### config.mk
export PLATFORM = sky130hd
export DESIGN_NAME = conv_sequencer_flat
export DESIGN_NICKNAME = d
export VERILOG_FILES = /design/src/rtl/conv_sequencer_if.sv /design/src/rtl/conv_sequencer.sv /design/src/flat_wrapper.sv
export SDC_FILE = /design/constraint.sdc
export NUM_CORES = 1
export LEC_CHECK = 0
export BUFFER_PORTS_ARGS = -buffer_cell sky130_fd_sc_hd__buf_4
export CAP_MARGIN = 40
export CORE_ASPECT_RATIO = 1.25
export CORE_MARGIN = 2
export CORE_UTILIZATION = 60
export CTS_BUF_LIST = sky130_fd_sc_hd__clkbuf_4 sky130_fd_sc_hd__clkbuf_8
export DETAILED_ROUTE_END_ITERATION = 7
export PLACE_DENSITY_LB_ADDON = 0.15
export SKIP_LAST_GASP = 1
export SYNTH_ARGS = -nofsm -noshare
export SYNTH_HDL_FRONTEND = slang
export SYNTH_SLANG_ARGS = --single-unit
export TNS_END_PERCENT = 1
### constraint.sdc
create_clock -name Clk -period 2.9 [get_ports Clk]
set_input_delay 0 -clock Clk [delete_from_list [all_inputs] [get_ports Clk]]
set_output_delay 0 -clock Clk [all_outputs]
set_load 0.005 [all_outputs]
### src/rtl/conv_sequencer_if.sv
// Handshake and MAC-side bus of the convolution sequencer.
// The slave modport is the sequencer's view; the master modport is the view of whoever drives it.
interface conv_sequencer_if #(
    parameter int IDXW = 5
);
    logic            LoadSig;
    logic            LoadKer;
    logic [7:0]      LoadData;
    logic            Start;
    logic            Busy;
    logic            Done;
    logic [7:0]      X;
    logic [7:0]      Y;
    logic            AccumReset;
    logic [31:0]     LocalReg;
    logic [31:0]     Result;
    logic [IDXW-1:0] ResultIdx;
    logic            ResultValid;

    modport slave (
        input  LoadSig, LoadKer, LoadData, Start, LocalReg,
        output Busy, Done, X, Y, AccumReset, Result, ResultIdx, ResultValid
    );

    modport master (
        output LoadSig, LoadKer, LoadData, Start, LocalReg,
        input  Busy, Done, X, Y, AccumReset, Result, ResultIdx, ResultValid
    );
endinterface

### src/rtl/conv_sequencer.sv
// Buffers a signal and a kernel, then drives an external MAC through a full linear
// convolution, capturing one accumulated result per output index.
module conv_sequencer #(
    parameter int SIG_LEN = 16,
    parameter int KER_LEN = 4,
    parameter int IDXW    = 5
) (
    input  logic             Clk,
    input  logic             ResetN,
    conv_sequencer_if.slave  bus
);
    localparam int NOUT = SIG_LEN + KER_LEN - 1;
    localparam int KW   = (KER_LEN > 1) ? $clog2(KER_LEN) : 1;
    localparam int SPW  = (SIG_LEN > 1) ? $clog2(SIG_LEN) : 1;
    localparam int DW   = IDXW + 1;

    typedef enum logic [1:0] {IDLE, MAC, CAPT, DONE} state_t;

    state_t          state, state_next;
    logic [7:0]      sig_buf [SIG_LEN];
    logic [7:0]      ker_buf [KER_LEN];
    logic [SPW-1:0]  sig_ptr;
    logic [KW-1:0]   ker_ptr;
    logic [KW-1:0]   k;
    logic [IDXW-1:0] n;
    logic [31:0]     result;
    logic [IDXW-1:0] result_idx;
    logic            result_valid;
    logic            load_ok, last_k, last_n, sig_ok;
    logic [DW-1:0]   sig_pos;
    logic [7:0]      x, y;
    logic            accum_reset;

    assign load_ok = ResetN && (state == IDLE);
    assign last_k  = (k == KW'(KER_LEN - 1));
    assign last_n  = (n == IDXW'(NOUT - 1));

    // One extra bit so n-k underflow shows up as a set sign bit (zero padding on the left).
    assign sig_pos = DW'(n) - DW'(k);
    assign sig_ok  = !sig_pos[DW-1] && (sig_pos < DW'(SIG_LEN));

    // NOTE: storage arrays carry no reset, so they map onto plain registers without reset muxes.
    always_ff @(posedge Clk) begin
        if (load_ok && bus.LoadSig) sig_buf[sig_ptr] <= bus.LoadData;
        if (load_ok && bus.LoadKer) ker_buf[ker_ptr] <= bus.LoadData;
    end

    // NOTE: all sequential state uses non-blocking assignments so every register sees pre-edge values.
    always_ff @(posedge Clk) begin
        if (!ResetN) begin
            state        <= IDLE;
            n            <= '0;
            k            <= '0;
            sig_ptr      <= '0;
            ker_ptr      <= '0;
            result       <= '0;
            result_idx   <= '0;
            result_valid <= 1'b0;
        end else begin
            state        <= state_next;
            result_valid <= 1'b0;
            if (load_ok && bus.LoadSig)
                sig_ptr <= (sig_ptr == SPW'(SIG_LEN - 1)) ? '0 : sig_ptr + SPW'(1);
            if (load_ok && bus.LoadKer)
                ker_ptr <= (ker_ptr == KW'(KER_LEN - 1)) ? '0 : ker_ptr + KW'(1);
            case (state)
                IDLE: if (bus.Start) begin
                    n <= '0;
                    k <= '0;
                end
                MAC:  k <= last_k ? '0 : k + KW'(1);
                CAPT: begin
                    result       <= bus.LocalReg;
                    result_idx   <= n;
                    result_valid <= 1'b1;
                    k            <= '0;
                    if (last_n) begin
                        sig_ptr <= '0;
                        ker_ptr <= '0;
                    end else begin
                        n <= n + IDXW'(1);
                    end
                end
                default: ;
            endcase
        end
    end

    // NOTE: every combinational output gets a default first, so no path can infer a latch.
    always_comb begin
        state_next  = state;
        x           = '0;
        y           = '0;
        accum_reset = 1'b1;
        case (state)
            IDLE: if (bus.Start) state_next = MAC;
            MAC: begin
                accum_reset = 1'b0;
                x           = sig_ok ? sig_buf[sig_pos[SPW-1:0]] : 8'd0;
                y           = ker_buf[k];
                if (last_k) state_next = CAPT;
            end
            CAPT:    state_next = last_n ? DONE : MAC;
            DONE:    state_next = IDLE;
            default: state_next = IDLE;
        endcase
    end

    assign bus.Busy        = (state != IDLE);
    assign bus.Done        = (state == DONE);
    assign bus.X           = x;
    assign bus.Y           = y;
    assign bus.AccumReset  = accum_reset;
    assign bus.Result      = result;
    assign bus.ResultIdx   = result_idx;
    assign bus.ResultValid = result_valid;
endmodule

### src/flat_wrapper.sv
// flat-port wrapper written by rule: the top's interface ports become plain ports
module conv_sequencer_flat 
#(
    parameter int SIG_LEN = 16,
    parameter int KER_LEN = 4,
    parameter int IDXW    = 5
)
  (Clk, ResetN, bus_LoadSig, bus_LoadKer, bus_LoadData, bus_Start, bus_LocalReg, bus_Busy, bus_Done, bus_X, bus_Y, bus_AccumReset, bus_Result, bus_ResultIdx, bus_ResultValid);
  conv_sequencer_if #(.IDXW(IDXW)) bus_i ();
  input  logic Clk;
  input  logic ResetN;
  input wire logic [$bits(bus_i.LoadSig)-1:0] bus_LoadSig;
  input wire logic [$bits(bus_i.LoadKer)-1:0] bus_LoadKer;
  input wire logic [$bits(bus_i.LoadData)-1:0] bus_LoadData;
  input wire logic [$bits(bus_i.Start)-1:0] bus_Start;
  input wire logic [$bits(bus_i.LocalReg)-1:0] bus_LocalReg;
  output wire logic [$bits(bus_i.Busy)-1:0] bus_Busy;
  output wire logic [$bits(bus_i.Done)-1:0] bus_Done;
  output wire logic [$bits(bus_i.X)-1:0] bus_X;
  output wire logic [$bits(bus_i.Y)-1:0] bus_Y;
  output wire logic [$bits(bus_i.AccumReset)-1:0] bus_AccumReset;
  output wire logic [$bits(bus_i.Result)-1:0] bus_Result;
  output wire logic [$bits(bus_i.ResultIdx)-1:0] bus_ResultIdx;
  output wire logic [$bits(bus_i.ResultValid)-1:0] bus_ResultValid;
  assign bus_i.LoadSig = bus_LoadSig;
  assign bus_i.LoadKer = bus_LoadKer;
  assign bus_i.LoadData = bus_LoadData;
  assign bus_i.Start = bus_Start;
  assign bus_i.LocalReg = bus_LocalReg;
  assign bus_Busy = bus_i.Busy;
  assign bus_Done = bus_i.Done;
  assign bus_X = bus_i.X;
  assign bus_Y = bus_i.Y;
  assign bus_AccumReset = bus_i.AccumReset;
  assign bus_Result = bus_i.Result;
  assign bus_ResultIdx = bus_i.ResultIdx;
  assign bus_ResultValid = bus_i.ResultValid;
  conv_sequencer #(.SIG_LEN(SIG_LEN), .KER_LEN(KER_LEN), .IDXW(IDXW)) u_core (.Clk(Clk), .ResetN(ResetN), .bus(bus_i));
endmodule
==> results.tsv, run 1 <==
metric	value	unit
clk_skew	0.00789	ns
DR vias	4987	
most common cell after layout, fill and taps aside	edfxtp_1	
post-synthesis area per instance	16.5	um2
global-route wire length before repair	27.4	mm
CP Class	reg2out	
crit path DAT	2.84	ns
Nets	760	
multi-input logic area	0.00261	mm2
Area growth syn-to-layout	26.8	%
run status	finished clean	
GRT met3 Usage	0.0367	
Antenna Nets Post-Route	0	
number of global-route vias before repair	5317	
Post-Synth Simple-Gate Area	0.0638	
largest family of logic cells by synthesized area	multiplexers	
post-layout util	0.783	
number of CTS-inserted buffers	30	
area occupied by registers	0.00591	mm2
Netlist Area Pre-Place	0.00860	mm2
Routed WL	17.6	mm
Max VDD drop	491	uV
minimum clock period	2.84	ns
Primary FF master, synth	edfxtp_1	
Async S/R FF share, synth	0	
GR peak layer	met2	
Crit. End Element	output port	
htree depth	1	
DRC	0	
IO Pins	102	
fraction of the mapped netlist area in adder cells	0.0285	
clock-pin slew on the worst setup and hold paths	0.06	ns
initial antenna violation count	0	
row count	48	
slowest CP cell	fa_2	
Synth cell types	45	
FMAX	352	MHz
Most Frequent Cell on Critical Path	buf_12	
Post-Place Cells	789	
root buffer cell	clkbuf_8	
final hold vios	0	
share of layout cells above drive strength 1	0.340	
max-slew violation count	0	
XOR/XNOR share of the synthesized area	0.00727	
worst-path maximum fanout	6	
Startpoint Class	flip-flop	
drt via density	5.57	
# setup viols final	0	
Max-Cap Viols	0	
Max clock buf depth	3	
worst slew pin tran	0.820	ns
Mapped Cells	520	
PwrDens	739	mW/mm2
Synth warnings	0	
crit share post-route	0.981	
class of the worst hold path	in2reg	
Starting DRT DRC Count	272	
Synth Area in Compound Gates	0.0236	
Remaining Overflow, GRT	0	
global-route total usage across every layer	0.232	
highest-count cells in the layout ignoring fill and taps	160 x edfxtp_1, 120 x buf_4, 67 x nor2_1, 53 x dfxtp_1, 49 x mux2i_1	
sequential share of the synthesized area	0.686	
FILL cells	799	
Clk Latency, worst-skew pair	0.53	ns
register bit total from synthesis	215	
IO buf count	101	
RSZ-0062 raised after global routing	yes	
CTS sink cnt	215	
GPL Wtd Cong	0.766	
DP HPWL	11.2	mm
Leak	4.01	nW
Die H	138	um
Critical Path RT	2.90	ns
initial core utilization	0.618	
largest net degree at the start of global routing	41	
mux cell area share after synthesis	0.170	
antenna cells	0	
First-pass DRT Iterations	4	
met2 Use GR	0.421	
worst-path cell chain	inv_4, ha_4, inv_2, fa_2, buf_12, buf_12, mux4_2, mux2i_2, o22ai_2, buf_4	
syn nets	584	
Worst slew margin	0.451	
TritonCTS clock tree	yes	
Die X	111	um
Die ar.	0.0153	mm2
met1 usage	0.293	
routed length per instance	19.6	um
non-filler cells, final	895	
Core Area	0.0139	mm2
number of enable flip-flop cells after synthesis	160	
worst stage delay on the critical path	0.60	ns
## layout make-up
class                           count  share of cell area
Sequential cell                   215               0.542
Multi-Input combinational cell    266               0.240
Timing Repair Buffer              170               0.136
Clock buffer                       46              0.0517
Tap cell                          175              0.0201
Clock inverter                     10             0.00631
Inverter                           13             0.00470
## sequential cells by signal, indices dropped and copies added (netlist names), named ones only
signal / count
u_core.bus.ResultValid: 1
u_core.sig_buf: 128
u_core.n: 5
u_core.k: 2
u_core.bus.ResultIdx: 5
u_core.bus.Result: 32
u_core.ker_ptr: 2
u_core.sig_ptr: 4
u_core.ker_buf: 32
u_core.state: 2
## power breakdown
group	switching [mW]	total, mW	internal, mW
Sequential	0.107	3.56	3.45
Combinational	0.986	2.14	1.16
Clock	1.03	2.36	1.33
## through the flow
| step | worst slack (ns) | area, um2 | power, mW | TNS (ns) | hold slack [ns] |
|---|---|---|---|---|---|
| 6_report | 0.0556 | 10900 | 8.07 | 0 | 0.0369 |
| 5_1_grt | -0.0392 | 10900 | 8.43 | -0.107 | 0.0788 |
| 4_1_cts | 0.00549 | 10800 | 7.98 | 0 | 0.0217 |
| 3_5_place_dp | 0.324 | 9630 | 5.51 | 0 | 0.241 |
| 3_3_place_gp | 0.410 | 9630 | 5.44 | 0 | 0.233 |
| 2_1_floorplan | 0.635 | 8600 | 4.84 | 0 | 0.0989 |
## worst max-delay path, delay by kind of cell, from the launching register on
kind | cells | cell delay [ns]
fa+ha+maj | 2 | 0.73
mux | 2 | 0.56
buf+inv | 5 | 0.53
flops | 1 | 0.36
compound gates | 1 | 0.13
## cell families after synthesis
logic type | count (synthesis)
simple gates | 116
mux | 96
buf+inv | 39
flops | 215
xor+xnor | 5
compound gates | 30
fa+ha+maj | 19
## what timing repair did
action	in CTS	in global routing
setup endpoints to repair	8	8
hold buffers	43	0
gates resized for setup	12	12
gates cloned	0	3
pin swaps	7	7
setup buffers	3	1
hold endpoints to repair	208	0
## path summary, 6_finish.rpt
| path | start | endpoint | slack (ns) | depth (start not counted) |
|---|---|---|---|---|
| worst max-delay path | u_core.n[0] | bus_X[2] | 0.06 | 10 |
| worst min-delay path | bus_LoadKer | u_core.ker_ptr[1] | 0.04 | 4 |
| worst min register to register | u_core.bus.ResultIdx[4] | u_core.bus.ResultIdx[4] | 0.50 | 2 |
| worst max register to register | u_core.state[1] | u_core.sig_buf[4][3] | 0.63 | 5 |
## Yosys cell counts (all sizes together), types with 2 or more instances
library cell    n  area share
edfxtp        160        0.56
nor2           68       0.030
dfxtp          55        0.13
mux2i          55       0.064
mux4           40        0.10
ha             18       0.026
and2           13      0.0095
buf            13      0.0092
clkbuf         13      0.0057
inv            12      0.0052
a21oi          11      0.0064
nand2          11      0.0048
o22ai           8      0.0058
xor2            5      0.0073
nor3            4      0.0023
nor4            4      0.0047
nand2b          3      0.0022
nand4           3      0.0022
a311oi          2      0.0028
and3            2      0.0015
nand3           2      0.0012
nor2b           2      0.0015
o21ai           2      0.0016
o31ai           2      0.0023
## layer usage
layer / vias up / routed length, um
met1: 2462 / 6800
met5: - / 0
met3: 28 / 1020
met2: 170 / 9340
met4: 0 / 389
li1: 2327 / -
Note: power is estimated with default switching activity, not from simulation.
==> inputs of run 2 (changes only) <==
--- a/config.mk
+++ b/config.mk
@@ -9,7 +9,7 @@
 export CAP_MARGIN = 40
 export CORE_ASPECT_RATIO = 1.25
 export CORE_MARGIN = 2
-export CORE_UTILIZATION = 60
+export CORE_UTILIZATION = 50
 export CTS_BUF_LIST = sky130_fd_sc_hd__clkbuf_4 sky130_fd_sc_hd__clkbuf_8
 export DETAILED_ROUTE_END_ITERATION = 7
 export PLACE_DENSITY_LB_ADDON = 0.15
@@ -17,4 +17,4 @@
 export SYNTH_ARGS = -nofsm -noshare
 export SYNTH_HDL_FRONTEND = slang
 export SYNTH_SLANG_ARGS = --single-unit
-export TNS_END_PERCENT = 1
+export TNS_END_PERCENT = 10
==> constraint.sdc (replaced) <==
create_clock -name Clk -period 3.2 [get_ports Clk]
set_input_delay 0 -clock Clk [delete_from_list [all_inputs] [get_ports Clk]]
set_output_delay 0 -clock Clk [all_outputs]
set_load 0.005 [all_outputs]
==> results.tsv, run 2 (synthesis gave the netlist of run 1 again) <==
metric	value	unit	change
run status	finished clean		
Antenna Nets Post-Route	0		unchanged
row count	53		+10%
FILL cells	1257		+57%
drt via density	5.31		-4.7%
DRC	0		unchanged
clock-pin slew on the worst setup and hold paths	0.06	ns	about the same
Startpoint Class	flip-flop		
CTS sink cnt	215		unchanged
Remaining Overflow, GRT	0		unchanged
highest-count cells in the layout ignoring fill and taps	160 x edfxtp_1, 110 x buf_4, 67 x nor2_1, 55 x mux2i_1, 55 x dfxtp_1		
root buffer cell	clkbuf_8		
First-pass DRT Iterations	4		unchanged
Top reg by flops	u_core.sig_buf		
crit path DAT	3.05	ns	+0.21 ns
max-slew violation count	0		unchanged
Leak	3.90	nW	-2.5%
Die H	151	um	+9.3%
Clk Latency, worst-skew pair	0.49	ns	-0.04 ns
pre-CTS WS	0.654	ns	+0.330 ns
GPL Wtd Cong	0.751		-2.0%
initial core utilization	0.511		-0.107
Starting DRT DRC Count	281		+3.3%
number of CTS-inserted buffers	34		+13%
IO Pins	102		unchanged
DR vias	4896		-1.8%
Die X	121	um	+9.2%
Routed WL	17.2	mm	-2.2%
Most Frequent Cell on Critical Path	inv_1		
share of layout cells above drive strength 1	0.303		-0.0369
Worst slew margin	0.426		-0.0255
PwrDens	664	mW/mm2	-10%
Max VDD drop	348	uV	-29%
worst setup slack after layout	0.151	ns	+0.0949 ns
DP HPWL	11.2	mm	+0.13%
Max clock buf depth	3		unchanged
Nets	749		-1.4%
crit share post-route	0.953		
Max-Cap Viols	0		unchanged
number of global-route vias before repair	5223		-1.8%
Die ar.	0.0183	mm2	+19%
class of the worst hold path	in2reg		
Core Area	0.0168	mm2	+21%
Critical Path RT	3.20	ns	+0.30 ns
final hold vios	0		unchanged
routed length per instance	18.6	um	-5.0%
clk_skew	0.0195	ns	+0.0116 ns
slowest CP cell	or4b_4		
worst stage delay on the critical path	0.55	ns	-0.05 ns
FMAX	328	MHz	
htree depth	2		+1
CP Class	reg2out		
IO buf count	101		unchanged
TNS Setup	0	ns	unchanged
global-route wire length before repair	27.0	mm	-1.4%
worst-path maximum fanout	8		+2
Crit. End Element	output port		
initial antenna violation count	0		unchanged
most common cell after layout, fill and taps aside	edfxtp_1		
worst slew pin tran	0.858	ns	+0.0381 ns
# setup viols final	0		unchanged
CP top delay family	adder cells		
WP buf/inv	3		-2
largest net degree at the start of global routing	35		-15%
max reg flops	128		unchanged
antenna cells	0		unchanged
global-route total usage across every layer	0.194		-0.0384
minimum clock period	3.05	ns	
TritonCTS clock tree	yes		
worst-path cell chain	inv_1, ha_2, inv_1, fa_1, or4b_4, nor4_4, o21ai_2, o22ai_1, buf_4		
Area growth syn-to-layout	23.8	%	
## run 2: cell count changes in the layout (fill, tap and decap cells not counted), moves of 3 or more
| cell | delta |
|---|---|
| mux2i_2 | -5 |
| o22ai_2 | -4 |
| buf_4 | -10 |
| o22ai_1 | +4 |
| clkbuf_16 | -3 |
| clkbuf_4 | -4 |
| mux2i_1 | +6 |
## run 2: per-layer routing
layer,track usage,share of wire
met1,0.238,0.41
met2,0.348,0.53
met3,0.0398,0.047
met4,0.0540,0.016
met5,0,0
## run 2: what timing repair did
item / CTS / global route
gates resized for setup: 0 / 2
hold endpoints to repair: 214 / 0
buffers inserted: 0 / 0
endpoints found under the setup margin: 0 / 2
hold buffers: 43 / 0
## run 2: final cells by class
| cell class | count | area, um2 | area share |
|---|---|---|---|
| clock buffers | 44 | 562 | 0.0527 |
| clock inverters | 9 | 43.8 | 0.00411 |
| inverters | 13 | 48.8 | 0.00458 |
| multi-input cells | 266 | 2530 | 0.238 |
| flip-flops and latches | 215 | 5910 | 0.554 |
| well taps | 220 | 275 | 0.0258 |
| repair buffers | 155 | 1290 | 0.121 |
## run 2: final timing paths
path                            from                       to  slack, ns  depth (start not counted)
max reg2reg          u_core.state[1]     u_core.sig_buf[4][7]       0.87                          5
min reg2reg  u_core.bus.ResultIdx[3]  u_core.bus.ResultIdx[3]       0.49                          2
min                      bus_LoadKer        u_core.ker_ptr[1]       0.07                          4
max                      u_core.n[0]                 bus_X[7]       0.15                          9
## run 2: worst reg2reg max path: stages (launching register included)
cell,delay [ns]
dfxtp_1,0.36
inv_1,0.13
ha_1,0.31
and3_1,0.32
nand2_1,0.15
nor2_1,0.68
## run 2: stage by stage
| stage | util | area, um2 | hold slack (ns) | std cells | power [mW] |
|---|---|---|---|---|---|
| final | 0.633 | 10700 | 0.0738 | 922 | 7.07 |
| after CTS | 0.632 | 10600 | 0.0512 | 922 | 7.16 |
| after detailed placement | 0.571 | 9610 | 0.242 | 826 | 4.99 |
| after floorplan | - | 8600 | 0.0989 | 520 | 4.39 |
| after global routing | 0.633 | 10700 | 0.106 | 922 | 7.41 |
| after global placement | 0.571 | 9610 | 0.232 | 826 | 4.95 |
## run 2: power by group
group	total (mW)	internal, mW	switching (mW)
Clock	2.11	1.14	0.978
Sequential	3.23	3.13	0.0953
Combinational	1.73	0.911	0.823
Total	7.07	5.18	1.90
